==> src/rtl/fir_decim_buffer.sv <==
// fir_decim_buffer: downstream stage of the 9-tap FIR filter.
// Discards WARMUP accepted samples after reset, decimates the filter's
// free-running output by DECIM and buffers the result in a DEPTH-entry
// show-ahead FIFO drained through a valid/ready handshake.
//
// Optional feature (macro FIR_DECIM_AVG_EN):
//   defined   - each decimated sample is the floor-mean of its DECIM-sample group
//   undefined - each decimated sample is the last sample of its group (pick-last)
//
// Ports:
//   clk       sole clock, rising edge
//   rstN      asynchronous active-low reset
//   inValid   inData carries a sample this cycle
//   inData    signed filter output sample
//   outValid  FIFO head holds a sample
//   outReady  consumer accepts the head this cycle
//   outData   signed FIFO head sample (holds last value when empty)
//   level     FIFO occupancy
//   overflow  sticky flag: a decimated sample was dropped on a full FIFO
//   clrOvf    synchronous clear of overflow (a same-edge drop wins)
module fir_decim_buffer #(
  parameter int unsigned DECIM  = 4,
  parameter int unsigned DEPTH  = 8,
  parameter int unsigned WARMUP = 12
) (
  input  logic                     clk,
  input  logic                     rstN,
  input  logic                     inValid,
  input  logic signed [15:0]       inData,
  output logic                     outValid,
  input  logic                     outReady,
  output logic signed [15:0]       outData,
  output logic [$clog2(DEPTH):0]   level,
  output logic                     overflow,
  input  logic                     clrOvf
);

  localparam int unsigned AddrW  = $clog2(DEPTH);
  localparam int unsigned LvlW   = AddrW + 1;
  localparam int unsigned ShiftW = $clog2(DECIM);
  localparam int unsigned PhaseW = (DECIM > 1) ? ShiftW : 1;
  localparam int unsigned WarmW  = (WARMUP > 0) ? $clog2(WARMUP + 1) : 1;

  logic [WarmW-1:0]  warm_q;
  logic [PhaseW-1:0] phase_q;
  logic              accept_run;
  logic              group_end;
  logic signed [15:0] dec_data;

  assign accept_run = inValid && (warm_q == '0);
  assign group_end  = accept_run && (phase_q == PhaseW'(DECIM - 1));

  always_ff @(posedge clk or negedge rstN) begin
    if (!rstN) begin
      warm_q  <= WarmW'(WARMUP);
      phase_q <= '0;
    end else if (inValid) begin
      if (warm_q != '0) begin
        warm_q <= warm_q - 1'b1;
      end else begin
        phase_q <= group_end ? '0 : phase_q + 1'b1;
      end
    end
  end

`ifdef FIR_DECIM_AVG_EN
  localparam int unsigned AccW = 16 + ShiftW;

  logic signed [AccW-1:0] acc_q;
  logic signed [AccW-1:0] acc_base;
  logic signed [AccW-1:0] acc_sum;
  logic signed [AccW-1:0] acc_avg;

  // Phase 0 starts a fresh group, so the stale sum is ignored there.
  assign acc_base = (phase_q == '0) ? '0 : acc_q;
  assign acc_sum  = acc_base + AccW'(inData);
  // Arithmetic shift floors toward minus infinity; the mean always fits 16 bits.
  assign acc_avg  = acc_sum >>> ShiftW;
  assign dec_data = acc_avg[15:0];

  always_ff @(posedge clk or negedge rstN) begin
    if (!rstN) begin
      acc_q <= '0;
    end else if (accept_run) begin
      acc_q <= acc_sum;
    end
  end
`else
  assign dec_data = inData;
`endif

  // FIFO
  logic signed [15:0] mem_q [DEPTH];
  logic [AddrW-1:0]   wptr_q, rptr_q, rptr_d;
  logic [LvlW-1:0]    level_q, level_d;
  logic signed [15:0] data_q, data_d;
  logic               ovf_q;
  logic               push, pop;

  assign pop  = (level_q != '0) && outReady;
  // A full FIFO still takes the sample if the head leaves on the same edge.
  assign push = group_end && ((level_q != LvlW'(DEPTH)) || pop);

  always_comb begin
    rptr_d  = pop ? rptr_q + 1'b1 : rptr_q;
    level_d = level_q;
    if (push && !pop) begin
      level_d = level_q + 1'b1;
    end else if (pop && !push) begin
      level_d = level_q - 1'b1;
    end
    // Registered head: the slot being written this edge is not yet in mem_q.
    data_d = data_q;
    if (level_d != '0) begin
      if (push && (rptr_d == wptr_q)) begin
        data_d = dec_data;
      end else begin
        data_d = mem_q[rptr_d];
      end
    end
  end

  always_ff @(posedge clk) begin
    if (push) begin
      mem_q[wptr_q] <= dec_data;
    end
  end

  always_ff @(posedge clk or negedge rstN) begin
    if (!rstN) begin
      wptr_q  <= '0;
      rptr_q  <= '0;
      level_q <= '0;
      data_q  <= '0;
      ovf_q   <= 1'b0;
    end else begin
      if (push) begin
        wptr_q <= wptr_q + 1'b1;
      end
      rptr_q  <= rptr_d;
      level_q <= level_d;
      data_q  <= data_d;
      if (group_end && !push) begin
        ovf_q <= 1'b1;
      end else if (clrOvf) begin
        ovf_q <= 1'b0;
      end
    end
  end

  assign outValid = (level_q != '0);
  assign outData  = data_q;
  assign level    = level_q;
  assign overflow = ovf_q;

endmodule

==> config.mk <==
export PLATFORM = sky130hd
export DESIGN_NAME = fir_decim_buffer
export DESIGN_NICKNAME = d
export VERILOG_FILES = /design/src/rtl/fir_decim_buffer.sv
export SDC_FILE = /design/constraint.sdc
export NUM_CORES = 1
export LEC_CHECK = 0
export BUFFER_PORTS_ARGS = -buffer_cell sky130_fd_sc_hd__buf_2
export CAP_MARGIN = 10
export CORE_MARGIN = 3
export CORE_UTILIZATION = 50
export DETAILED_ROUTE_END_ITERATION = 10
export PLACE_DENSITY = 0.78
export RECOVER_POWER = 25
export SLEW_MARGIN = 20
export SYNTH_ARGS = -nofsm -noshare
export SYNTH_HDL_FRONTEND = slang
export SYNTH_SLANG_ARGS = --single-unit
==> constraint.sdc <==
create_clock -name clk -period 8.9 [get_ports clk]
set_input_delay 1.335 -clock clk [delete_from_list [all_inputs] [get_ports clk]]
set_output_delay 1.335 -clock clk [all_outputs]
set_load 0.005 [all_outputs]
==> results.md <==
- Status: finished clean
- Clk network pwr share: 0.236
- Remaining Overflow, GRT: 0
- Total negative setup slack: 0 ns
- Hold Crit Class: flop to flop
- Final slew viol count: 0
- Syn_nets: 664
- P_int: 2.00 mW
- PwrDens: 339 nW/um2
- R2r startpoint: level[1]
- CTS tree: yes
- Post-cts hold buffer count: 0
- Yosys warns: 0
- ANT cells: 0
- H-tree Lvls: 4
- Cell Rows: 46
- Top cell type by total area after synthesis: edfxtp_1
- Switching portion of total power: 0.368
- Largest family of logic cells by synthesized area: multiplexers
- Tmin final: 3.72 ns
- Seq pwr share: 0.323
- Share of layout cells above drive strength 1: 0.177
- Nets: 697
- Crit path DAT: 4.03 ns
- Worst slack at placement: 4.81 ns
- Die area: 18200 um2
- Synth Area in Adders: 0.0119
- Post-cts resize count: 0
- Avg Inst Size Synth: 13.1 um2
- Max Freq: 269 MHz
- Initial antenna violation count: 0
- Placed Cells incl. Taps: 866
- Non-Filler Instances: 898
- Sequential share of the synthesized area: 0.562
- Synth Area in Compound Gates: 0.0903
- First-pass GRT wire length: 30.8 mm
- # Post-CTS Setup Buffers: 0
- CP Launch Point: level[1]
- Critical setup path kind: flop to flop
- Post-route setup slack: 5.18 ns
- Combinational power share: 0.440
- Fillers: 1246
- Most frequent cells in the layout: mux2i_1, edfxtp_1, nor2_1, nand2_1
- Path depth of the worst reg2reg path: 9
- Post-synthesis register bit count: 161
- Final Setup Violations: 0
- Max clock buf depth: 2
- WP data required: 9.21 ns
- Netlist cell types: 56
- Sw Pwr: 1.16 mW
- Mapped cell area: 8320 um2
- Post-synth EDFFs: 128
- Largest net degree at the start of global routing: 66
- FF-to-FF setup slack: 5.18 ns
- Crit-path max FO: 17
- Synth async-reset ratio: 0.205
- RSZ-0062 raised after global routing: false
- Worst slew pin tran: 1.11 ns
- Core box area: 16100 um2
- DR WL/cell: 21.8 um
- Total CTS buffers: 17
- Peak supply drop: 0.210 mV
- Final RePlAce weighted congestion: 0.845
- Crit path to: outData[11]
- Startpoint Class: flop
- Share of the synthesized area in the top cell type: 0.462
- Die height: 135 um
- CTS Root Cell: clkbuf_16
- Post-route ant nets: 0
- CTS Sinks: 161
- Final hold vios: 0
- Top Ports: 43
- Worst-path clk slew: 0.07 ns
- # port buffers: 42
- Clock Latency Late Sink: 0.43 ns
- TritonRoute pass-1 iters: 5
- DIE WIDTH: 135 um
- Overall power: 3.17 mW
- Largest cells by area after synthesis: edfxtp_1, mux2i_1, dfrtp_1, o31ai_4, nor2_1
- Leakage: 3.57 nW
- Main synth FF type: edfxtp_1
- Vias: 5534
- Syn Inst Count: 636
- Starting density of the core: 0.518
- Final core utilization: 0.583
- Synth Area in Simple Gates: 0.102
- Setup crit end kind: flop
- FF-to-FF End: outData[11]
- 1st-iter DRT viols: 487
- Period utilization: 0.418
- Routed vias/inst: 6.16
- Slew margin rel.: 0.255
- GRT Overall Usage: 0.222
- DPL Wire Length: 12.1 mm
- # DRC: 0
- Number of max-cap violations: 0
- Final wirelength: 19.6 mm
- Area grow syn2layout: 12.5%
- Mux cell area share after synthesis: 0.195
- Xor and xnor area share after synthesis: 0.00903
- Vias in the first global route: 5776
- Clk_skew: 0.0100 ns
- Commonest non-fill, non-tap cell in the layout: mux2i_1
## state kept, by name, indices dropped and copies added (netlist names)
register	cells
outData	16
level	4
wptr_q	3
mem_q	128
overflow	1
phase_q	2
warm_q	4
rptr_q	3
## stage by stage
| step | area [um2] | hold slack (ns) |
|---|---|---|
| after global routing | 9360 | 0.505 |
| after global placement | 8760 | 0.464 |
| after detailed placement | 8760 | 0.469 |
| after CTS | 9370 | 0.481 |
| after floorplan | 8320 | 0.446 |
| final | 9360 | 0.477 |
## routing by layer
metal,track usage,up-vias,share of wire
met5,0,-,0
met4,0.0885,0,0.026
met3,0.0458,47,0.064
met2,0.374,213,0.51
met1,0.283,2776,0.40
li1,-,2498,-
## cell usage after synthesis, drive strengths merged, types with 4 or more instances
library cell and count:
xnor2 5, ha 7, mux2 16, clkbuf 26
and2 4, nand2 34, mux2i 144, buf 17
a22oi 17, nor2b 4, o31ai 17, and4 17
edfxtp 128, o211ai 17, o21ai 18, nand4 17
inv 12, dfrtp 31, nor2 57, nor3 9
## cell families after synthesis
group	Yosys count
flops	161
fa+ha+maj	8
simple gates	161
buf+inv	55
xor+xnor	7
compound gates	84
mux	160
## critical path, cell delays in order, from the launching register on
cell	delay [ns]
dfrtp_1	0.47
inv_1	0.12
ha_1	0.30
nor2b_1	0.46
nor4_1	0.15
or4_1	0.55
a22oi_2	0.71
and3_1	0.34
buf_4	0.35
o31ai_1	0.13
## area by class of cell
class / count / area [um2] / share of cell area
Inverter: 12 / 45.0 / 0.00481
Sequential cell: 161 / 4680 / 0.500
Clock buffer: 19 / 453 / 0.0484
Timing Repair Buffer: 57 / 308 / 0.0329
Multi-Input combinational cell: 420 / 3450 / 0.368
Tap cell: 216 / 270 / 0.0289
Clock inverter: 13 / 158 / 0.0168
## power by group through the flow
stage	logic, mW	registers, mW	clock network [mW]
final	1.39	1.02	0.749
after global routing	1.50	1.03	0.794
after CTS	1.39	1.02	0.759
after detailed placement	1.39	1.04	0
after global placement	1.33	1.03	0
after floorplan	1.10	0.972	0
## worst min-delay path by stage
stage,startpoint,to,slack [ns],cells after the start
finish,warm_q[0],warm_q[0],0.48,1
global placement,warm_q[0],warm_q[0],0.46,1
floorplan,warm_q[0],warm_q[0],0.45,1
global route,warm_q[0],warm_q[0],0.51,1
CTS,warm_q[0],warm_q[0],0.48,1
detailed placement,warm_q[0],warm_q[0],0.47,1
Note: power is estimated with default switching activity, not from simulation.
